--- src/rtl/cv_pad_emu_if.sv ---
// cv_pad_emu_if: signal bundle between the host input layer, the console
// controller port and the cv_pad_emu controller emulator.
//   ctrl_p5_i / ctrl_p8_i     console select pins 5 and 8, per port [2:1]
//   joy_p1_i / joy_p2_i       {fire_r, fire_l, right, left, down, up}, active high
//   key_p1_i / key_p2_i       keypad, bits 0-9 digits, 10 '*', 11 '#', active high
//   spin_p1_i / spin_p2_i     signed spinner deltas
//   spin_stb_i                per-port delta strobe [2:1]
//   ctrl_p1_o..ctrl_p6_o      active-low data pins back to the console [2:1]
//   ctrl_p7_o / ctrl_p9_o     spinner quadrature phases A / B [2:1]
// master = host + console side, slave = the emulator.
interface cv_pad_emu_if #(
  parameter int ACC_W = 8
);
  logic [2:1]              ctrl_p5_i;
  logic [2:1]              ctrl_p8_i;
  logic [5:0]              joy_p1_i;
  logic [5:0]              joy_p2_i;
  logic [11:0]             key_p1_i;
  logic [11:0]             key_p2_i;
  logic signed [ACC_W-1:0] spin_p1_i;
  logic signed [ACC_W-1:0] spin_p2_i;
  logic [2:1]              spin_stb_i;
  logic [2:1]              ctrl_p1_o;
  logic [2:1]              ctrl_p2_o;
  logic [2:1]              ctrl_p3_o;
  logic [2:1]              ctrl_p4_o;
  logic [2:1]              ctrl_p6_o;
  logic [2:1]              ctrl_p7_o;
  logic [2:1]              ctrl_p9_o;

  modport master (
    output ctrl_p5_i, ctrl_p8_i, joy_p1_i, joy_p2_i, key_p1_i, key_p2_i,
           spin_p1_i, spin_p2_i, spin_stb_i,
    input  ctrl_p1_o, ctrl_p2_o, ctrl_p3_o, ctrl_p4_o, ctrl_p6_o,
           ctrl_p7_o, ctrl_p9_o
  );

  modport slave (
    input  ctrl_p5_i, ctrl_p8_i, joy_p1_i, joy_p2_i, key_p1_i, key_p2_i,
           spin_p1_i, spin_p2_i, spin_stb_i,
    output ctrl_p1_o, ctrl_p2_o, ctrl_p3_o, ctrl_p4_o, ctrl_p6_o,
           ctrl_p7_o, ctrl_p9_o
  );
endinterface

--- src/rtl/cv_pad_emu.sv ---
// cv_pad_emu: emulates two ColecoVision hand controllers on the 9-pin port.
// The console selects keypad/joystick mode through pins 5/8; this block
// answers on data pins 1-4 and 6 and drives the spinner quadrature on 7/9.
// Ports:
//   clk_i          system clock
//   reset_i        synchronous, active-high reset
//   clk_en_3m58_i  3.58 MHz clock enable, paces the spinner prescaler
//   pad            cv_pad_emu_if slave (selects, host state, pad outputs)
// Array index 0 is controller port 1, index 1 is controller port 2.
module cv_pad_emu #(
  parameter int SPIN_DIV = 64,
  parameter int ACC_W    = 8
) (
  input  logic        clk_i,
  input  logic        reset_i,
  input  logic        clk_en_3m58_i,
  cv_pad_emu_if.slave pad
);

  localparam int PRE_W = (SPIN_DIV > 1) ? $clog2(SPIN_DIV) : 1;
  localparam logic [PRE_W-1:0] PRE_LAST = PRE_W'(SPIN_DIV - 1);
  // Two guard bits keep acc + delta - 1 exact before clamping.
  localparam logic signed [ACC_W+1:0] SUM_MAX  = {3'b000, {(ACC_W-1){1'b1}}};
  localparam logic signed [ACC_W+1:0] SUM_MIN  = {3'b111, {(ACC_W-1){1'b0}}};
  localparam logic signed [ACC_W+1:0] SUM_ONE  = {{(ACC_W+1){1'b0}}, 1'b1};
  localparam logic signed [ACC_W+1:0] SUM_NEG1 = {(ACC_W+2){1'b1}};

  function automatic logic signed [ACC_W-1:0] sat_acc(input logic signed [ACC_W+1:0] sum);
    logic signed [ACC_W+1:0] clip;
    if (sum > SUM_MAX)      clip = SUM_MAX;
    else if (sum < SUM_MIN) clip = SUM_MIN;
    else                    clip = sum;
    return clip[ACC_W-1:0];
  endfunction

  // Quadrature {A,B}: forward 00 -> 01 -> 11 -> 10 -> 00.
  function automatic logic [1:0] phase_step(input logic [1:0] ph, input logic fwd);
    case (ph)
      2'b00:   return fwd ? 2'b01 : 2'b10;
      2'b01:   return fwd ? 2'b11 : 2'b00;
      2'b11:   return fwd ? 2'b10 : 2'b01;
      default: return fwd ? 2'b00 : 2'b11;
    endcase
  endfunction

  function automatic logic [3:0] key_code(input logic [3:0] idx);
    case (idx)
      4'd0:    return 4'hA;
      4'd1:    return 4'hD;
      4'd2:    return 4'h7;
      4'd3:    return 4'hC;
      4'd4:    return 4'h2;
      4'd5:    return 4'h3;
      4'd6:    return 4'hE;
      4'd7:    return 4'h5;
      4'd8:    return 4'h1;
      4'd9:    return 4'hB;
      4'd10:   return 4'h6;
      4'd11:   return 4'h9;
      default: return 4'hF;
    endcase
  endfunction

  // Scan from the top so the lowest pressed index is the last one written.
  function automatic logic [3:0] key_nibble(input logic [11:0] key);
    logic [3:0] n;
    n = 4'hF;
    for (int i = 11; i >= 0; i--) begin
      if (key[i]) n = key_code(4'(i));
    end
    return n;
  endfunction

  // Returns {p6, p4, p3, p2, p1}; keypad nibble maps as {p3,p2,p4,p1} = N.
  function automatic logic [4:0] data_pins(input logic p5, input logic p8,
                                           input logic [5:0] joy, input logic [11:0] key);
    logic [3:0] n;
    n = key_nibble(key);
    if (p5 && !p8)      return {~joy[4], ~joy[3], ~joy[2], ~joy[1], ~joy[0]};
    else if (!p5 && p8) return {~joy[5], n[1], n[3], n[2], n[0]};
    else                return 5'b11111;
  endfunction

  logic [1:0]              p5_s1_q, p5_s1_d, p5_s2_q, p5_s2_d;
  logic [1:0]              p8_s1_q, p8_s1_d, p8_s2_q, p8_s2_d;
  logic [PRE_W-1:0]        pre_q, pre_d;
  logic                    step;
  logic [5:0]              joy [2];
  logic [11:0]             key [2];
  logic signed [ACC_W-1:0] delta [2];
  logic [1:0]              spin_stb;
  logic                    fwd [2];
  logic                    bwd [2];
  logic signed [ACC_W+1:0] dir [2];
  logic signed [ACC_W+1:0] add [2];
  logic signed [ACC_W+1:0] sum [2];
  logic signed [ACC_W-1:0] acc_q [2];
  logic signed [ACC_W-1:0] acc_d [2];
  logic [1:0]              ph_q [2];
  logic [1:0]              ph_d [2];
  logic [4:0]              data_q [2];
  logic [4:0]              data_d [2];

  always_comb begin
    joy[0]   = pad.joy_p1_i;
    joy[1]   = pad.joy_p2_i;
    key[0]   = pad.key_p1_i;
    key[1]   = pad.key_p2_i;
    delta[0] = pad.spin_p1_i;
    delta[1] = pad.spin_p2_i;
    spin_stb = pad.spin_stb_i;

    // Select synchronisers, stage 0 -> 1 -> 2
    p5_s1_d = pad.ctrl_p5_i;
    p8_s1_d = pad.ctrl_p8_i;
    p5_s2_d = p5_s1_q;
    p8_s2_d = p8_s1_q;

    pre_d = pre_q;
    step  = 1'b0;
    if (clk_en_3m58_i) begin
      if (pre_q == PRE_LAST) begin
        pre_d = '0;
        step  = 1'b1;
      end else begin
        pre_d = pre_q + PRE_W'(1);
      end
    end

    for (int i = 0; i < 2; i++) begin
      // Step direction is taken from the accumulator before any new delta.
      fwd[i]  = step && !acc_q[i][ACC_W-1] && (acc_q[i] != '0);
      bwd[i]  = step && acc_q[i][ACC_W-1];
      dir[i]  = fwd[i] ? SUM_ONE : (bwd[i] ? SUM_NEG1 : '0);
      add[i]  = spin_stb[i] ? {{2{delta[i][ACC_W-1]}}, delta[i]} : '0;
      sum[i]  = {{2{acc_q[i][ACC_W-1]}}, acc_q[i]} + add[i] - dir[i];
      acc_d[i] = sat_acc(sum[i]);
      ph_d[i]  = fwd[i] ? phase_step(ph_q[i], 1'b1) :
                 bwd[i] ? phase_step(ph_q[i], 1'b0) : ph_q[i];
      data_d[i] = data_pins(p5_s2_q[i], p8_s2_q[i], joy[i], key[i]);
    end
  end

  always_ff @(posedge clk_i) begin
    if (reset_i) begin
      p5_s1_q <= 2'b11;
      p5_s2_q <= 2'b11;
      p8_s1_q <= 2'b11;
      p8_s2_q <= 2'b11;
      pre_q   <= '0;
      acc_q   <= '{default: '0};
      ph_q    <= '{default: 2'b00};
      data_q  <= '{default: 5'b11111};
    end else begin
      p5_s1_q <= p5_s1_d;
      p5_s2_q <= p5_s2_d;
      p8_s1_q <= p8_s1_d;
      p8_s2_q <= p8_s2_d;
      pre_q   <= pre_d;
      acc_q   <= acc_d;
      ph_q    <= ph_d;
      data_q  <= data_d;
    end
  end

  assign pad.ctrl_p1_o = {data_q[1][0], data_q[0][0]};
  assign pad.ctrl_p2_o = {data_q[1][1], data_q[0][1]};
  assign pad.ctrl_p3_o = {data_q[1][2], data_q[0][2]};
  assign pad.ctrl_p4_o = {data_q[1][3], data_q[0][3]};
  assign pad.ctrl_p6_o = {data_q[1][4], data_q[0][4]};
  assign pad.ctrl_p7_o = {ph_q[1][1], ph_q[0][1]};
  assign pad.ctrl_p9_o = {ph_q[1][0], ph_q[0][0]};

endmodule

--- src/flat_wrapper.sv ---
// flat-port wrapper written by rule: the top's interface ports become plain ports
module cv_pad_emu_flat 
#(
  parameter int SPIN_DIV = 64,
  parameter int ACC_W    = 8
)
  (clk_i, reset_i, clk_en_3m58_i, pad_ctrl_p5_i, pad_ctrl_p8_i, pad_joy_p1_i, pad_joy_p2_i, pad_key_p1_i, pad_key_p2_i, pad_spin_p1_i, pad_spin_p2_i, pad_spin_stb_i, pad_ctrl_p1_o, pad_ctrl_p2_o, pad_ctrl_p3_o, pad_ctrl_p4_o, pad_ctrl_p6_o, pad_ctrl_p7_o, pad_ctrl_p9_o);
  cv_pad_emu_if #(.ACC_W(ACC_W)) pad_i ();
  input  logic clk_i;
  input  logic reset_i;
  input  logic clk_en_3m58_i;
  input wire logic [$bits(pad_i.ctrl_p5_i)-1:0] pad_ctrl_p5_i;
  input wire logic [$bits(pad_i.ctrl_p8_i)-1:0] pad_ctrl_p8_i;
  input wire logic [$bits(pad_i.joy_p1_i)-1:0] pad_joy_p1_i;
  input wire logic [$bits(pad_i.joy_p2_i)-1:0] pad_joy_p2_i;
  input wire logic [$bits(pad_i.key_p1_i)-1:0] pad_key_p1_i;
  input wire logic [$bits(pad_i.key_p2_i)-1:0] pad_key_p2_i;
  input wire logic [$bits(pad_i.spin_p1_i)-1:0] pad_spin_p1_i;
  input wire logic [$bits(pad_i.spin_p2_i)-1:0] pad_spin_p2_i;
  input wire logic [$bits(pad_i.spin_stb_i)-1:0] pad_spin_stb_i;
  output wire logic [$bits(pad_i.ctrl_p1_o)-1:0] pad_ctrl_p1_o;
  output wire logic [$bits(pad_i.ctrl_p2_o)-1:0] pad_ctrl_p2_o;
  output wire logic [$bits(pad_i.ctrl_p3_o)-1:0] pad_ctrl_p3_o;
  output wire logic [$bits(pad_i.ctrl_p4_o)-1:0] pad_ctrl_p4_o;
  output wire logic [$bits(pad_i.ctrl_p6_o)-1:0] pad_ctrl_p6_o;
  output wire logic [$bits(pad_i.ctrl_p7_o)-1:0] pad_ctrl_p7_o;
  output wire logic [$bits(pad_i.ctrl_p9_o)-1:0] pad_ctrl_p9_o;
  assign pad_i.ctrl_p5_i = pad_ctrl_p5_i;
  assign pad_i.ctrl_p8_i = pad_ctrl_p8_i;
  assign pad_i.joy_p1_i = pad_joy_p1_i;
  assign pad_i.joy_p2_i = pad_joy_p2_i;
  assign pad_i.key_p1_i = pad_key_p1_i;
  assign pad_i.key_p2_i = pad_key_p2_i;
  assign pad_i.spin_p1_i = pad_spin_p1_i;
  assign pad_i.spin_p2_i = pad_spin_p2_i;
  assign pad_i.spin_stb_i = pad_spin_stb_i;
  assign pad_ctrl_p1_o = pad_i.ctrl_p1_o;
  assign pad_ctrl_p2_o = pad_i.ctrl_p2_o;
  assign pad_ctrl_p3_o = pad_i.ctrl_p3_o;
  assign pad_ctrl_p4_o = pad_i.ctrl_p4_o;
  assign pad_ctrl_p6_o = pad_i.ctrl_p6_o;
  assign pad_ctrl_p7_o = pad_i.ctrl_p7_o;
  assign pad_ctrl_p9_o = pad_i.ctrl_p9_o;
  cv_pad_emu #(.SPIN_DIV(SPIN_DIV), .ACC_W(ACC_W)) u_core (.clk_i(clk_i), .reset_i(reset_i), .clk_en_3m58_i(clk_en_3m58_i), .pad(pad_i));
endmodule
--- config.mk ---
export PLATFORM = sky130hd
export DESIGN_NAME = cv_pad_emu_flat
export DESIGN_NICKNAME = d
export VERILOG_FILES = /design/src/rtl/cv_pad_emu_if.sv /design/src/rtl/cv_pad_emu.sv /design/src/flat_wrapper.sv
export SDC_FILE = /design/constraint.sdc
export NUM_CORES = 1
export LEC_CHECK = 0
export ABC_CLOCK_PERIOD_IN_PS = 3800
export CAP_MARGIN = 20
export CORE_ASPECT_RATIO = 1.2
export CORE_MARGIN = 3
export CORE_UTILIZATION = 35
export CTS_CLUSTER_SIZE = 12
export DETAILED_ROUTE_END_ITERATION = 16
export HOLD_SLACK_MARGIN = 0.02
export SYNTH_ARGS = -nofsm -noshare
export SYNTH_HDL_FRONTEND = slang
export SYNTH_SLANG_ARGS = --single-unit
--- constraint.sdc ---
create_clock -name clk_i -period 3.8 [get_ports clk_i]
set_input_delay 0.57 -clock clk_i [delete_from_list [all_inputs] [get_ports clk_i]]
set_output_delay 0.57 -clock clk_i [all_outputs]
set_load 0.03 [all_outputs]
Word-level counts from Yosys, hierarchy flattened
Index checks and enable logic that the tools add are counted.
{"block": "op_classes", "add_sub_neg": 5, "reduce_logical": 24, "eq_ne": 5, "magnitude_cmp": 4, "bitwise": 12, "mux": 49}
{"op": "4-bit 2-to-1 mux", "count": 22}
{"op": "10-bit 2-to-1 mux", "count": 6}
{"op": "2-bit one-hot mux with 3 select lines", "count": 4}
{"op": "10-bit adder", "count": 2}
{"op": "10-bit by 8-bit greater-than comparator with 1-bit output, second input constant", "count": 2}
{"op": "10-bit by 8-bit less-than comparator with 1-bit output, second input constant", "count": 2}
{"op": "5-bit 2-to-1 mux", "count": 4}
{"op": "10-bit subtractor", "count": 2}
{"op": "8-bit 2-to-1 mux", "count": 2}
{"op": "8-bit nonzero test", "count": 2}
{"op": "7-bit 2-to-1 mux", "count": 2}
{"op": "1-bit NOT", "count": 12}
{"op": "1-bit logical AND", "count": 10}
{"op": "2-bit 2-to-1 mux", "count": 4}
{"op": "6-bit by 1-bit adder with 6-bit output, second input constant", "count": 1}
{"op": "6-bit == test, second input constant", "count": 1}
{"op": "1-bit logical NOT", "count": 6}
{"op": "3-bit 2-to-1 mux", "count": 2}
{"op": "6-bit 2-to-1 mux", "count": 1}
{"op": "2-bit by 1-bit == test with 1-bit output, second input constant", "count": 2}
{"op": "2-bit == test, second input constant", "count": 2}
{"op": "2-bit logical NOT", "count": 2}
{"op": "2-bit nonzero test", "count": 2}
{"op": "2-bit OR reduction", "count": 2}
{"op": "1-bit 2-to-1 mux", "count": 2}
{"block": "totals", "elab_cells": 112, "regBits": 44}

Logic depth before layout (Yosys ltp)
{"block": "logic_depth", "ltp_word": 14, "depth_mapped": 17, "depth_no_buf": 15}

Least setup slack after synthesis
Ideal clock, no wire load.
{"block": "synth_timing", "path_kind": "register -> register", "startpoint": "register u_core.pre_q[3]", "endpoint": "register u_core.acc_q[10] (netlist bit)", "period_less_slack_ns": 3.595, "setup_time_ns": 0.139, "path_stages_with_launch": 16, "path_buffers": 2, "setup_slack_ns": 0.205, "arrival_ns": 3.456, "path_cell_list": "dfxtp_1 and4_1 and3_1 buf_2 nand2_1 buf_2 xor2_1 ha_1 a21o_1 ha_1 nor2b_4 o31a_1 o41ai_2 mux2_4 nor4_4 o41ai_1"}
{"block": "synth_via", "elab_chain_len": 10, "word_cells_on_any_way": 13, "classes_between": "add/sub: 1; order compare: 2; eq/ne: 1; mux: 6; reduce/logical: 3"}
{"element": "start, declared", "line_no": "cv_pad_emu.sv:86", "rtl": "logic [PRE_W-1:0] pre_q, pre_d;"}
{"element": "start signal, assigned", "line_no": "cv_pad_emu.sv:159", "rtl": "pre_q <= pre_d;"}
{"element": "6-bit == test *", "line_no": "cv_pad_emu.sv:122", "rtl": "if (pre_q == PRE_LAST) begin"}
{"element": "1-bit 2-to-1 mux *", "line_no": "cv_pad_emu.sv:122"}
{"element": "1-bit 2-to-1 mux *", "line_no": "cv_pad_emu.sv:121", "rtl": "if (clk_en_3m58_i) begin"}
{"element": "1-bit logical AND, on equally long branches", "line_no": "cv_pad_emu.sv:133, cv_pad_emu.sv:132"}
{"element": "10-bit 2-to-1 mux or 1-bit logical AND (tied branches)", "line_no": "cv_pad_emu.sv:134, cv_pad_emu.sv:132"}
{"element": "10-bit 2-to-1 mux *", "line_no": "cv_pad_emu.sv:134", "rtl": "dir[i] = fwd[i] ? SUM_ONE : (bwd[i] ? SUM_NEG1 : '0);"}
{"element": "10-bit subtractor *", "line_no": "cv_pad_emu.sv:136", "rtl": "sum[i] = {{2{acc_q[i][ACC_W-1]}}, acc_q[i]} + add[i] - dir[i];"}
{"element": "10-bit by 8-bit less-than comparator with 1-bit output", "line_no": "cv_pad_emu.sv:31", "rtl": "else if (sum < SUM_MIN) clip = SUM_MIN;"}
{"element": "8-bit 2-to-1 mux", "line_no": "cv_pad_emu.sv:31"}
{"element": "7-bit 2-to-1 mux *", "line_no": "cv_pad_emu.sv:30", "rtl": "if (sum > SUM_MAX) clip = SUM_MAX;"}
{"element": "end signal, assigned", "line_no": "cv_pad_emu.sv:151", "rtl": "acc_q <= '{default: '0};"}
{"element": "end signal, assigned", "line_no": "cv_pad_emu.sv:160", "rtl": "acc_q <= acc_d;"}
{"element": "end, declared", "line_no": "cv_pad_emu.sv:97", "rtl": "logic signed [ACC_W-1:0] acc_q [2];"}
Every way passes the cells marked *; elsewhere a longest branch is shown, timed or not.
A chain may end at the register's enable or synchronous reset.

Worst setup path in the final report
{"block": "layout_timing", "startpoint": "register u_core.acc_q[12] (netlist bit)", "endpoint": "register u_core.acc_q[12] (netlist bit)"}
{"block": "layout_via", "elab_chain_len": 7, "word_cells_on_any_way": 9, "classes_between": "add/sub: 2; order compare: 2; mux: 3; reduce/logical: 2"}
{"element": "branches (longest 3 deep; another with 10-bit adder)"}
{"element": "10-bit subtractor *", "line_no": "cv_pad_emu.sv:136"}
{"element": "10-bit by 8-bit less-than comparator with 1-bit output", "line_no": "cv_pad_emu.sv:31"}
{"element": "8-bit 2-to-1 mux", "line_no": "cv_pad_emu.sv:31"}
{"element": "7-bit 2-to-1 mux *", "line_no": "cv_pad_emu.sv:30"}
Every way passes the cells marked *.

==> results.md <==
- Status: finished, final reports clean
- Vias in the first global route: 3202
- Setup TNS: 0 ns
- Syn Nets: 488
- HP Class: register to register
- Post-Route Utilization: 0.5166
- Post-synth EDFFs: 0
- Most frequent cell after synthesis: dfxtp_1
- CTS Buf Count: 5
- Synth top cells by count: dfxtp_1 (44), ha_1 (33), nor2_1 (32)
- Clock sinks: 44
- Post-synthesis cell type count: 53
- Pleak: 1.992 nW
- Async SR Flop Fraction: 0
- Final WS setup: 0.1566 ns
- Core Region: roughly 9100 sq um
- Sw frac: 0.4013
- Clock Latency Late Sink: 0.30 ns
- Placed inst area: approximately 4500 sq um
- WS Path Type: register to register
- Cells after synthesis: between 300 and 400
- Area leader, netlist: dfxtp_1
- Die H: 112.3 microns
- Initial Util: 0.3613
- Worst Path Required: 3.97 ns
- Global-route wire length before repair: approximately 14000 microns
- # diodes: 0
- DRC viols: 0
- Share of the synthesized area in the top cell type: 0.2671
- Die X-Extent: 94.62 microns
- H-tree depth: 2
- WL per Instance: about 13 microns
- Vias: 3186
- Highest clock rate: 274.5 MHz
- Comb power frac: 0.694
- Average vias per placed instance: 5.017
- VDD IR max: ~0.5 mV
- Root Driver: clkbuf_8
- Remaining global-route overflow: 0
- Largest net degree at the start of global routing: 40
- PD cells: ~700 nW/um^2
- Max clock buf depth: 2
- CP arrival: 3.81 ns
- CTS tree: built
- Setup Skew: around 0.0091 ns
- Clock Pin Slew Worst Setup and Hold Paths: 0.08 ns
- Gr usage total: 0.1554
- CP Launch Type: register
- Row count: 38
- Post-route cell area: roughly 4700 sq um
- GPL Wtd Cong: 0.8245
- Synthesized area per cell: 8.414 sq um
- Nets: 610
- Worst-Margin Slew: 0.4283 ns
- Max-Cap Viols: 0
- Synth area leaders: dfxtp_1 (27%), ha_1 (13%), a21o_1 (5.0%), xor2_1 (4.0%), nor2_1 (3.6%)
- Fin crit period: about 3.6 ns
- Final hold viol count: 0
- Final wirelength: ~8200 microns
- Overall Power: 3.261 mW
- Hpwl dp: 6645 microns
- Endpoints failing setup: 0
- Max Transition Viols Final: 0
- Final Cycle Share: 0.9588
- Final antenna-violating net count: 0
- DRT iter0 DRCs: 47
- Mapped cell area: about 3300 sq um
- Layout cell share with drive strength beyond 1: 0.1922
- Synth Flop Type: dfxtp_1
- Seq cells post-synth: 44
- Initial antenna violation count: 0
- Worst setup EP type: register
- Max_slew headroom: 0.7138
- Switch Pwr: 1.309 mW
- Port bufs: 74
- Ys Warns: 0
- CP max FO: 7
- Total I/O pin count: 75
- Clock share of power: 0.111
- Pre-CTS setup slack: -0.2722 ns
- Sequential power share: 0.194
- Int Pwr: roughly 2 mW
- Layout area overhead: 42.98%
- First-pass DRT Iterations: 6
- # fillers: 906
- Die footprint: 10630 sq um
- Seq/Total Area, Yosys: 0.2671
==> worst max-delay path: stages, from the launching register on <==
cell	delay (ns)
dfxtp_2	0.32
or4_4	0.54
nor4_4	0.30
a21boi_1	0.10
ha_1	0.30
inv_1	0.05
ha_2	0.17
inv_2	0.06
fa_2	0.22
nor2b_4	0.05
o31a_1	0.32
o41ai_2	0.35
mux2_4	0.35
nor4_4	0.12
buf_4	0.19
o41ai_1	0.08
==> per-layer routing <==
layer	vias to the layer above	part of all wire	GRT usage
li1	1651	-	-
met2	74	0.48	0.2723
met5	-	0	0
met1	1449	0.45	0.1882
met4	0	0.021	0.05390
met3	12	0.051	0.02815
==> final cells by class <==
type | count | area, sq um | area share
clock buffer | 5 | 68.82 | 0.01459
clock inverter | 3 | 46.29 | 0.009817
inverter | 18 | 67.56 | 0.01433
multi-input combinational | 320 | 2376 | 0.5038
sequential | 44 | 883.3 | 0.1873
tap | 120 | 150.1 | 0.03184
timing repair buffer | 125 | 1124 | 0.2383
==> registers in the layout (all words and copies together) (netlist names) <==
register,cells
u_core.p5_s2_q,2
u_core.p8_s1_q,2
u_core.pad.ctrl_p9_o,2
u_core.p5_s1_q,2
u_core.pad.ctrl_p3_o,2
u_core.p8_s2_q,2
u_core.pad.ctrl_p2_o,2
u_core.pad.ctrl_p7_o,2
u_core.pad.ctrl_p6_o,2
u_core.pad.ctrl_p1_o,2
u_core.acc_q,16
u_core.pad.ctrl_p4_o,2
u_core.pre_q,6
==> power by group through the flow <==
stage | logic, mW | registers (mW) | clock network, mW
after floorplan | 1.42 | 0.617 | 0
after global placement | 2.14 | 0.631 | 0
after detailed placement | 2.15 | 0.633 | 0
after CTS | 2.16 | 0.622 | 0.373
after global routing | 2.52 | 0.646 | 0.399
final | 2.26 | 0.634 | 0.363
==> worst paths after layout <==
kind	slack, ns	to	cells past startpoint	start
worst max register to register	0.16	u_core.acc_q[12]	15	u_core.acc_q[12]
worst max-delay path	0.16	u_core.acc_q[12]	15	u_core.acc_q[12]
worst min register to register	0.41	u_core.p5_s2_q[0]	1	u_core.p5_s1_q[0]
worst min-delay path	0.41	u_core.p5_s2_q[0]	1	u_core.p5_s1_q[0]
==> through the flow <==
step / cells / hold slack, ns
global route: 635 / 0.4373
global placement: 623 / 0.3997
finish: 635 / 0.4128
floorplan: 392 / 0.3895
CTS: 631 / 0.4152
detailed placement: 623 / 0.3945
==> cell usage in the layout (no fill, tap or decap), drive strengths merged, types with 3 or more instances in the layout <==
master / n
nor2: 32
a31oi: 3
a22oi: 3
nor3: 18
ha: 33
nor3b: 3
a21oi: 21
clkbuf: 5
clkdlybuf4s50: 74
xor2: 15
a21o: 22
nor2b: 12
nand2b: 8
or2: 12
mux2i: 3
o41ai: 5
dfxtp: 44
o21a: 14
xnor2: 7
nor4: 5
buf: 51
a211oi: 7
o21bai: 4
and2: 15
inv: 19
o31a: 4
o31ai: 4
nand2: 25
or4: 3
o21ai: 19
==> repair_timing <==
action	in CTS	in global routing
hold buffers	0	0
hold endpoints to repair	0	0
setup endpoints to repair	0	14
setup buffers	0	4
gates resized for setup	0	23
==> kinds of logic after synthesis <==
kind of cell | after synthesis | synth area share
AOI/OAI and AO/OA | 116 | 0.2511
adders and majority gates | 35 | 0.1373
DFF | 44 | 0.2671
and+or+nand+nor | 143 | 0.2363
xor gates and xnor gates | 22 | 0.05842
muxes | 4 | 0.01366
buffers and inverters | 28 | 0.03604
No activity file was read; power rests on OpenSTA's default activity.
